**src/rtl/kawiarka_pkg.sv**
```systemverilog
// Shared definitions for the kawiarka coffee-maker: upstream phase codes and
// the actuator controller state encoding.
package kawiarka_pkg;

    localparam logic [1:0] CODE_READY  = 2'b01;
    localparam logic [1:0] CODE_HEAT   = 2'b10;
    localparam logic [1:0] CODE_BREW   = 2'b11;
    localparam logic [1:0] CODE_FINISH = 2'b00;

    typedef enum logic [2:0] {
        ST_IDLE      = 3'd0,
        ST_PREHEAT   = 3'd1,
        ST_BREW      = 3'd2,
        ST_DONE_BEEP = 3'd3,
        ST_FAULT     = 3'd4
    } act_state_t;

endpackage

```
**src/rtl/kawiarka_sync_2ff.sv**
```systemverilog
// Single-bit two-flop synchronizer for asynchronous sensor inputs
// (thermostat, water level); clears to 0 on reset.
module sync_2ff (
    input  logic clk,
    input  logic reset,
    input  logic d,
    output logic q
);

    logic meta;

    // NOTE: sequential state uses non-blocking assignments so both flops sample
    // the pre-edge values and the chain really is two stages deep.
    always_ff @(posedge clk or posedge reset) begin
        if (reset) begin
            meta <= 1'b0;
            q    <= 1'b0;
        end else begin
            meta <= d;
            q    <= meta;
        end
    end

endmodule

```
**src/rtl/kawiarka_actuator_ctrl.sv**
```systemverilog
// Actuator controller: turns the upstream phase code into heater/pump/buzzer/LED
// drive, with thermostat and water interlocks, phase timing and a sticky fault.
module kawiarka_actuator_ctrl #(
    parameter int HEAT_TIMEOUT = 1000,
    parameter int BREW_CYCLES  = 500,
    parameter int BEEP_CYCLES  = 50,
    parameter int CNT_W        = 16
) (
    input  logic       clk,
    input  logic       reset,
    input  logic [1:0] mode_code,
    input  logic       temp_ok,
    input  logic       water_ok,
    input  logic       fault_clr,
    output logic       heater_en,
    output logic       pump_en,
    output logic       buzzer,
    output logic       ready_led,
    output logic       fault
);

    import kawiarka_pkg::*;

    localparam logic [CNT_W-1:0] HEAT_LAST = CNT_W'(HEAT_TIMEOUT - 1);
    localparam logic [CNT_W-1:0] BREW_LAST = CNT_W'(BREW_CYCLES - 1);
    localparam logic [CNT_W-1:0] BEEP_LAST = CNT_W'(BEEP_CYCLES - 1);
    localparam logic [CNT_W-1:0] CNT_MAX   = '1;

    act_state_t       state, next_state;
    logic [CNT_W-1:0] cnt;
    logic [1:0]       code_q1, code_q2;
    logic             temp_s, water_s;
    logic             acc;

    sync_2ff u_sync_temp  (.clk(clk), .reset(reset), .d(temp_ok),  .q(temp_s));
    sync_2ff u_sync_water (.clk(clk), .reset(reset), .d(water_ok), .q(water_s));

    // Two-stage code pipe: a code is trusted only once it has been seen on two
    // consecutive edges, which rejects single-cycle glitches.
    always_ff @(posedge clk or posedge reset) begin
        if (reset) begin
            code_q1 <= CODE_READY;
            code_q2 <= CODE_READY;
        end else begin
            code_q1 <= mode_code;
            code_q2 <= code_q1;
        end
    end

    assign acc = (code_q1 == code_q2);

    // NOTE: next_state gets its default before the case so every path assigns
    // it and no latch is inferred.
    always_comb begin
        next_state = state;
        case (state)
            ST_IDLE: begin
                if (acc && code_q2 == CODE_HEAT)
                    next_state = water_s ? ST_PREHEAT : ST_FAULT;
            end
            ST_PREHEAT: begin
                if (!water_s)
                    next_state = ST_FAULT;
                else if (cnt == HEAT_LAST && !temp_s)
                    next_state = ST_FAULT;
                else if (acc && code_q2 == CODE_BREW && temp_s)
                    next_state = ST_BREW;
                else if (acc && code_q2 == CODE_READY)
                    next_state = ST_IDLE;
            end
            ST_BREW: begin
                if (!water_s)
                    next_state = ST_FAULT;
                else if (cnt == BREW_LAST)
                    next_state = ST_DONE_BEEP;
                else if (acc) begin
                    case (code_q2)
                        CODE_FINISH: next_state = ST_DONE_BEEP;
                        CODE_HEAT:   next_state = ST_PREHEAT;
                        CODE_READY:  next_state = ST_IDLE;
                        default:     next_state = ST_BREW;
                    endcase
                end
            end
            ST_DONE_BEEP: begin
                if (cnt == BEEP_LAST)
                    next_state = ST_IDLE;
            end
            ST_FAULT: begin
                if (fault_clr && acc && code_q2 == CODE_READY)
                    next_state = ST_IDLE;
            end
            default: next_state = ST_IDLE;
        endcase
    end

    always_ff @(posedge clk or posedge reset) begin
        if (reset) begin
            state <= ST_IDLE;
            cnt   <= '0;
        end else begin
            state <= next_state;
            if (next_state != state)
                cnt <= '0;
            else if (cnt != CNT_MAX)
                cnt <= cnt + 1'b1;
        end
    end

    // Outputs are registered from next_state so they change on the same edge as
    // state; in BREW the heater follows the thermostat (bang-bang).
    always_ff @(posedge clk or posedge reset) begin
        if (reset) begin
            heater_en <= 1'b0;
            pump_en   <= 1'b0;
            buzzer    <= 1'b0;
            ready_led <= 1'b1;
            fault     <= 1'b0;
        end else begin
            heater_en <= (next_state == ST_PREHEAT) || (next_state == ST_BREW && !temp_s);
            pump_en   <= (next_state == ST_BREW);
            buzzer    <= (next_state == ST_DONE_BEEP);
            ready_led <= (next_state == ST_IDLE);
            fault     <= (next_state == ST_FAULT);
        end
    end

endmodule

```
**config.mk**
```make
export PLATFORM = sky130hd
export DESIGN_NAME = kawiarka_actuator_ctrl
export DESIGN_NICKNAME = d
export VERILOG_FILES = /design/src/rtl/kawiarka_pkg.sv /design/src/rtl/kawiarka_sync_2ff.sv /design/src/rtl/kawiarka_actuator_ctrl.sv
export SDC_FILE = /design/constraint.sdc
export NUM_CORES = 1
export LEC_CHECK = 0
export CAP_MARGIN = 20
export CORE_UTILIZATION = 53
export DETAILED_ROUTE_END_ITERATION = 8
export GPL_TIMING_DRIVEN = 0
export PLACE_DENSITY = 0.76
export SETUP_SLACK_MARGIN = 0.02
export SLEW_MARGIN = 10
export SYNTH_ARGS = -nofsm -noshare
export SYNTH_HDL_FRONTEND = slang
export SYNTH_HIERARCHICAL = 1
export SYNTH_SLANG_ARGS = --single-unit
export TNS_END_PERCENT = 1
```
**constraint.sdc**
```tcl
create_clock -name clk -period 1.75 [get_ports clk]
set_input_delay 0.35 -clock clk [delete_from_list [all_inputs] [get_ports clk]]
set_output_delay 0.35 -clock clk [all_outputs]
set_load 0.05 [all_outputs]
```
==> metrics.txt, run 1 <==
top-count cell post-synth=dfrtp_1; Starting Density=0.5562; final wirelength=~5100 um; slowest CP cell=dfrtp_1; number of remaining DRC errors=0; ant diodes=0; Final Power=approximately 2300 uW; top post-synthesis cells by count=dfrtp_1, nor4_1, inv_1, nand2_1, nor2_1; delay-heaviest family, CP=simple AND/OR/NAND/NOR gates; number of buffers inserted by hold repair at cts=0; die height=between 60 and 70 um; Reg area=between 800 and 900 um^2; Final Setup Violations=24; Num CTS Buffers=5; Overall Global Routing Usage=0.2550; syn avg cell area=10.22 um^2; crit path DAT=2.41 ns; Req. time, crit path=~2.0 ns; crit-path max FO=10; Routed Antenna Nets=0; Hold Fails Final Rpt=0; FP Rows=21; pwr/cell area=between 800 and 900 nW/um^2; Vias/cell=6.472; Placeable Area=3363 um^2; largest area contributor in the netlist=dfrtp_1; IO Pins=12; share of the synthesized area in the top cell type=0.3880; failing checks=setup timing; post-route setup slack=-0.4361 ns; WP buf/inv=1; met3 WL=~380 um; syn nets=roughly 200; maximum vdd ir drop=around 800 uV; Async S/R FF share, synth=1.000; fin crit share=1.249; H-tree depth=2; Nets=about 230; worst min path class=primary input to async pin; area of the multi-input gates=about 1300 um^2; TritonCTS clock tree=done; clock skew=0.001431 ns; metal2 WL=2530 um; Horiz. Die Dim=~61 um; fill count=between 200 and 250; CP cell instances=nor4_4 -> nand4_1 -> o22a_1 -> a211oi_4 -> buf_6 -> nor4_1; crit-path max cell delay=between 0.4 and 0.5 ns; Leakage=0.001045 uW; Final TNS setup=-7.505 ns; YS warnings=6; initial DRC count=between 80 and 90; critical path class=flop to flop; fmax=roughly 460 MHz; max-slew violation count=0; Final Critical Period=2.186 ns; clock buffer depth=2; prevailing post-synth register cell=dfrtp_1; largest net degree at the start of global routing=29; startpoint types=flop; wire length on met1=2046 um; post-synthesis cell type count=54; mapped cell area=approximately 1900 um^2; IO Port Bufs=11; outcome=finished with violations; Area growth, synth to finish=38.33%; antenna violations before repair=0; EDFF count, synth=0; first-pass GRT wire length=a little under 7000 um; gpl congestion=about 0.92; detailed-route wire length per cell=~19 um; vias in the first global route=around 1,500; DRT Pass-1 Iters=4; Clock Sinks=32; Max-slew headroom=0.6623; CTS root buf=clkbuf_4; max_cap viols=0; HPWL after DPL=2963 um; grt total ovfl=0; Synth area leaders=dfrtp_1, nor4_1, ha_1, dfstp_2, xnor2_1; clk_lat worst skew=0.35 ns; slew at the pin closest to its max-slew limit=between 0.4 and 0.5 ns; Seq/Total Area, Yosys=0.4301; Post-Synthesis Cells=183; total die area=approximately 3800 um^2; layout cells sized above 1=0.3937; RSZ-0062 raised after global routing=yes; Critical Path End Type=flop; Synth Register Bits=32; vias=around 1,700; highest routed layer=met4; CTS clk-pin slew, worst paths=about 0.09 ns
## layout make-up
type / count / area share
multi-input cells: 132 / 0.4903
flip-flops and latches: 32 / 0.3143
repair buffers: 33 / 0.1180
clock buffers: 8 / 0.02273
well taps: 46 / 0.02224
inverters: 12 / 0.01838
plain buffers: 4 / 0.01402
## final timing paths
kind                                              from                           to  slack [ns]  depth (start not counted)
hold / removal                                   reset  u_sync_water/meta$_DFF_PP0_        0.21                          2
max in group asynchronous                        reset          ready_led$_DFF_PP1_        0.93                          3
setup reg to reg                   cnt[12]$_DFFE_PP0P_          cnt[10]$_DFFE_PP0P_       -0.44                          6
setup / recovery                   cnt[12]$_DFFE_PP0P_          cnt[10]$_DFFE_PP0P_       -0.44                          6
hold reg to reg            u_sync_water/meta$_DFF_PP0_     u_sync_water/q$_DFF_PP0_        0.36                          0
min in group clk           u_sync_water/meta$_DFF_PP0_     u_sync_water/q$_DFF_PP0_        0.36                          0
## metal layers
metal,global-route usage,vias up
met2,0.3975,98
li1,-,759
met1,0.3440,854
met3,0.06513,17
met5,0,-
met4,0.09524,0
## cell usage in the layout (no fill, tap or decap), drive strengths merged, types with 3 or more instances in the layout
cell type	count
dfrtp	29
buf	25
nor4	21
inv	12
nor2	11
nand2	10
clkbuf	10
o21ai	8
ha	7
xnor2	6
clkdlybuf4s50	6
xor2	6
nor3b	6
nand4	5
and3	4
dlygate4sd2	4
nor4b	4
and2	3
mux2i	3
dfstp	3
nand3	3
a21oi	3
## where the power goes
part / switching [uW] / internal, uW
Sequential: 169 / 870
Combinational: 447 / 393
Clock: 243 / 198
## state kept, by name, indices dropped and copies added, names as in the netlist
register and count:
ready_led 1, heater_en 1, u_sync_temp/q 1, code_q2 2, u_sync_water/q 1, code_q1 2
u_sync_water/meta 1, buzzer 1, pump_en 1, state 3, fault 1, cnt 16
u_sync_temp/meta 1
## what timing repair did
action | 4_1_cts | 5_1_grt
cloned | 0 | 1
buffers inserted | 3 | 17
pin swaps | 9 | 15
hold endpoints to repair | 0 | 0
resized for setup | 20 | 41
setup endpoints to repair | 27 | 25
## per-stage QoR
step	worst slack, ns	hold slack (ns)	area (um^2)	util	cells
floorplan	-0.1544	0.09118	1928	-	183
global placement	-0.5062	0.3364	2096	0.6231	240
detailed placement	-0.5350	0.3379	2096	0.6231	240
CTS	-0.3118	0.2077	2266	0.6737	251
global route	-0.4788	0.2034	2587	0.7693	267
finish	-0.4361	0.2106	2587	0.7693	267
## cell families after synthesis
| logic type | Yosys count | share of synthesized area |
|---|---|---|
| simple gates | 79 | 0.2716 |
| flops | 32 | 0.4301 |
| compound gates | 30 | 0.1238 |
| buf+inv | 19 | 0.04950 |
| xor+xnor | 12 | 0.05619 |
| fa+ha+maj | 7 | 0.04682 |
| mux | 4 | 0.02207 |
Note: power is estimated with default switching activity, not from simulation.
==> run 2: changes to the inputs <==
- CORE_UTILIZATION: 53 -> 54
- PLACE_DENSITY: 0.76 -> 0.75
- clock period: 1.75 -> 2.55 ns (I/O delays scaled with it)
==> run 2 against run 1 <==
  * Clock skew increased by 0.0087 ns
  * Global-route usage decreased by 0.87 points
  * Utilization decreased by 13 points
  * Setup slack improved by 0.56 ns
  * Largest cell class unchanged
  * Sequential share of layout area increased by 6.1 points
  * Worst hold slack improved by 0.15 ns
  * Total power decreased by 36%
  * Clock power decreased by 13%
  * The run now ends clean
  * Fmax decreased by 9.9%
  * Register-to-register slack improved by 0.56 ns
  * Cell area decreased by 17%
==> metrics.txt, run 2 (same netlist as run 1, synthesis figures left out) <==
number of buffers inserted by hold repair at cts=0; maximum vdd ir drop=roughly 450 uV; Reg area=804.5 um^2; clock skew=between 0.01 and 0.015 ns; Biggest register=cnt; Core Util, Final=0.6415; final wirelength=~3900 um; layout cells sized above 1=0.1478; grt total ovfl=0; Routed Antenna Nets=0; CTS root buf=clkbuf_4; max-slew violation count=0; routing usage on met2=0.4050; FP Rows=21; crit path DAT=~2.7 ns; Req. time, crit path=around 2.8 ns; Overall Global Routing Usage=0.2463; startpoint types=flop; Starting Density=0.5606; ant diodes=0; slew at the pin closest to its max-slew limit=0.6611 ns; most frequent cells in the layout=dfrtp_1, nor4_1, inv_1, clkdlybuf4s50_1; worst min path class=flop to flop; Clock Sinks=32; Max-slew headroom=0.5537; area of the multi-input gates=~1000 um^2; first-pass GRT wire length=roughly 6600 um; gpl congestion=about 0.81; number of remaining DRC errors=0; largest net degree at the start of global routing=29; Area growth, synth to finish=14.45%; Placeable Area=~3300 um^2; die height=60.86 um; TritonCTS clock tree=done; Final Power=around 1500 uW; DRT Pass-1 Iters=4; clock buffer depth=2; H-tree depth=2; fill count=280; Critical Path End Type=flop; fin crit share=0.9511; Nets=roughly 220; commonest non-fill, non-tap cell in the layout=dfrtp_1; Hold Fails Final Rpt=0; Non-Filler Instances=around 250; outcome=completed; RSZ-0062 raised after global routing=no; largest registers=cnt (16), state (3); crit-path max FO=10; Num CTS Buffers=5; Final TNS setup=0 ns; clk_lat worst skew=approximately 0.34 ns; max_cap viols=0; vias in the first global route=1,429; busiest grt layer=met2; CTS clk-pin slew, worst paths=0.10 ns; vias=about 1,500; met1 global-route usage=0.3216; antenna violations before repair=0; critical path class=flop to flop; Cells after DPL=240; Final Setup Violations=0; pwr/cell area=695.5 nW/um^2; HPWL after DPL=roughly 2800 um; detailed-route wire length per cell=approximately 16 um; total die area=approximately 3700 um^2; met3 global-route usage=0.07036; Horiz. Die Dim=slightly above 60 um; Leakage=between 0.0008 and 0.0009 uW; number of flip-flops in the largest register=16; IO Pins=12; Final Critical Period=~2.4 ns; fmax=412.3 MHz; IO Port Bufs=11; Vias/cell=6.149; initial DRC count=116
-- run 2: cell count changes in the layout (fill, tap and decap cells not counted), moves of 4 or more --
| cell | previous run | this run |
|---|---|---|
| dfrtp_1 | 22 | 29 |
| buf_4 | 17 | 1 |
| nor4_4 | 4 | 0 |
| nor4_2 | 8 | 1 |
| dlygate4sd2_1 | 4 | 0 |
| clkdlybuf4s50_1 | 6 | 11 |
| dfrtp_2 | 7 | 0 |
| nor4_1 | 9 | 20 |
| ha_1 | 3 | 7 |
-- run 2: power by group --
group / total, uW / leakage [uW] / switching (uW) / internal, uW
clock: 385 / 0.0000412 / 181 / 204
combinational: 419 / 0.000434 / 238 / 182
sequential: 685 / 0.000411 / 90.4 / 594
total: 1490 / 0.000887 / 509 / 980
-- run 2: worst paths after layout --
check / from / end / slack [ns] / cells past startpoint
min in group asynchronous: reset / u_sync_water/q$_DFF_PP0_ / 0.37 / 2
setup / recovery: cnt[3]$_DFFE_PP0P_ / cnt[15]$_DFFE_PP0P_ / 0.12 / 6
setup reg to reg: cnt[3]$_DFFE_PP0P_ / cnt[15]$_DFFE_PP0P_ / 0.12 / 6
hold reg to reg: u_sync_water/meta$_DFF_PP0_ / u_sync_water/q$_DFF_PP0_ / 0.36 / 0
hold / removal: u_sync_water/meta$_DFF_PP0_ / u_sync_water/q$_DFF_PP0_ / 0.36 / 0
max in group asynchronous: reset / ready_led$_DFF_PP1_ / 1.35 / 3
-- run 2: final cells by class --
class	instances	area share
buffer	7	0.02221
clock buffer	5	0.01753
timing repair buffer	12	0.05845
tap	46	0.02688
sequential	32	0.3758
clock inverter	3	0.01987
multi-input combinational	132	0.4582
inverter	12	0.02104
-- run 2: what timing repair did --
item | 4_1_cts | 5_1_grt
endpoints found under the setup margin | 0 | 10
endpoints found under the hold margin | 0 | 0
resized for setup | 0 | 1
buffers inserted | 0 | 0
-- run 2: worst max-delay path, stage by stage (launching register included) --
cell and delay (ns):
dfrtp_1 0.46, nor4b_1 0.50, nand4_1 0.24, a31oi_1 0.39, nor3b_2 0.17, buf_2 0.22, nor4_1 0.33
-- run 2: through the flow --
| stage | hold slack (ns) | setup slack (ns) | area, um^2 |
|---|---|---|---|
| final | 0.3615 | 0.1246 | 2141 |
| after global routing | 0.3554 | 0.03730 | 2141 |
| after CTS | 0.3612 | 0.1255 | 2118 |
| after detailed placement | 0.3403 | 0.1483 | 2038 |
| after global placement | 0.3363 | 0.1966 | 2038 |
| after floorplan | 0.2512 | 0.6064 | 1871 |
-- run 2: metal layers --
| layer | vias to the layer above | wire length (um) |
|---|---|---|
| met1 | 762 | 1767 |
| li1 | 728 | - |
| met4 | 0 | 35 |
| met2 | 37 | 1919 |
| met3 | 4 | 154 |
| met5 | - | 0 |
==> run 3: changes to the inputs <==
- CORE_MARGIN: unset -> 3
==> run 3 against run 2 <==
  * Global-route usage decreased by 2.2 points
  * Largest cell class unchanged
  * Clock-buffer cell count increased by 3
  * Critical endpoint is now cnt[10]$_DFFE_PP0P_
  * Total power decreased by 5.3%
  * Register-to-register slack better by 0.08 ns
  * Via count rose by 0.46%
  * Clock skew increased by 0.0061 ns
  * Die area up 14%
  * Clock power fell by 22%
==> metrics.txt, run 3 (same netlist as run 1, synthesis figures left out) <==
FP Rows=20; worst slack, placed=roughly 0.18 ns; CTS root buf=clkbuf_4; grt total ovfl=0; fill count=between 200 and 300; vias=about 1,500; crit path DAT=about 2.6 ns; fraction of power spent switching nets=0.3530; number of remaining DRC errors=0; Hold Fails Final Rpt=0; largest net degree at the start of global routing=29; Starting Density=0.5886; initial DRC count=114; max-slew violation count=0; TritonCTS clock tree=done; Post-CTS Resized=0; crit-path max FO=10; Req. time, crit path=around 2.8 ns; commonest non-fill, non-tap cell in the layout=dfrtp_1; R2R setup slack=~0.21 ns; die height=approximately 65 um; Routed Antenna Nets=0; DRT Pass-1 Iters=4; outcome=completed; first-pass GRT wire length=between 7000 and 8000 um; number of buffers inserted by hold repair at cts=0; clock power share=0.213; fmax=427.0 MHz; Overall Global Routing Usage=0.2244; HPWL after DPL=2983 um; max_cap viols=0; NetSw=around 500 uW; Vias/cell=6.227; H-tree depth=2; worst min path class=flop to flop; clock skew=about 0.016 ns; Placeable Area=3178 um^2; slew at the pin closest to its max-slew limit=roughly 0.74 ns; detailed-route wire length per cell=approximately 16 um; number of flip-flops in the largest register=16; Clock Sinks=32; startpoint types=flop; post-CTS setup buffer count=0; largest registers=cnt (16), state (3); Final Setup Violations=0; antenna violations before repair=0; Comb pwr share=0.298; pwr/cell area=about 660 nW/um^2; Final TNS setup=0 ns; clock buffer depth=2; fin crit share=0.9185; Max-slew headroom=0.5044; critical path class=flop to flop; Cells after DPL=approximately 240; final wirelength=between 3000 and 4000 um; internal power=912.3 uW; Nets=216; Final Power=~1400 uW; RSZ-0062 raised after global routing=no; fin area=roughly 2100 um^2; gpl congestion=~0.93; vias in the first global route=between 1,500 and 2,000; Num CTS Buffers=5; Non-Filler Instances=~250; IO Pins=12; Area growth, synth to finish=13.78%; Leakage=between 0.0008 and 0.0009 uW; Post-DP Area=2036 um^2; IO Port Bufs=11; Biggest register=cnt; CTS clk-pin slew, worst paths=roughly 0.090 ns; layout cells sized above 1=0.1527; maximum vdd ir drop=about 360 uV; register share of total power=0.489; ant diodes=0; Horiz. Die Dim=roughly 65 um; clk_lat worst skew=0.34 ns; post-route setup slack=just over 0.2 ns; most frequent cells in the layout=dfrtp_1, nor4_1, inv_1, clkdlybuf4s50_1; total die area=between 4000 and 5000 um^2; Critical Path End Type=flop; Final Critical Period=around 2.3 ns
run 3: metrics by stage:
step             util  hold WS (ns)
6_report       0.6697        0.3567
5_1_grt        0.6697        0.3633
4_1_cts        0.6591        0.3586
3_5_place_dp   0.6406        0.3379
3_3_place_gp   0.6406        0.3327
2_1_floorplan       -        0.2512
run 3: worst max-delay path: stages (launching register included):
cell      delay, ns
dfrtp_1        0.47
nor4_2         0.39
nand4_1        0.24
o22a_1         0.29
a211oi_2       0.49
buf_4          0.27
nor4_1         0.08
run 3: final cells by class:
class / count / area (um^2) / share of cell area
multi-input cells: 132 / 992.2 / 0.4662
flip-flops and latches: 32 / 804.5 / 0.3780
repair buffers: 12 / 125.1 / 0.05879
clock buffers: 8 / 58.81 / 0.02763
well taps: 44 / 55.05 / 0.02587
plain buffers: 7 / 47.55 / 0.02234
inverters: 12 / 45.04 / 0.02116
run 3: power by group through the flow:
| stage | sequential [uW] | combinational, uW | clock [uW] |
|---|---|---|---|
| after floorplan | 730 | 257 | 0 |
| after global placement | 687 | 398 | 0 |
| after detailed placement | 693 | 413 | 0 |
| after CTS | 684 | 413 | 303 |
| after global routing | 701 | 465 | 332 |
| final | 690 | 421 | 300 |
run 3: path summary, 6_finish.rpt:
kind                       depth (start not counted)                       to                       start
hold reg to reg                                    0  u_sync_temp/q$_DFF_PP0_  u_sync_temp/meta$_DFF_PP0_
setup reg to reg                                   6      cnt[10]$_DFFE_PP0P_         cnt[12]$_DFFE_PP0P_
min in group asynchronous                          2  u_sync_temp/q$_DFF_PP0_                       reset
setup / recovery                                   6      cnt[10]$_DFFE_PP0P_         cnt[12]$_DFFE_PP0P_
max in group asynchronous                          3     code_q1[0]$_DFF_PP1_                       reset
hold / removal                                     0  u_sync_temp/q$_DFF_PP0_  u_sync_temp/meta$_DFF_PP0_
run 3: metal layers:
layer | track usage | share of wire | vias up
li1 | - | - | 728
met1 | 0.2962 | 0.46 | 749
met2 | 0.3512 | 0.47 | 50
met3 | 0.05893 | 0.048 | 11
met4 | 0.08707 | 0.024 | 0
met5 | 0 | 0 | -
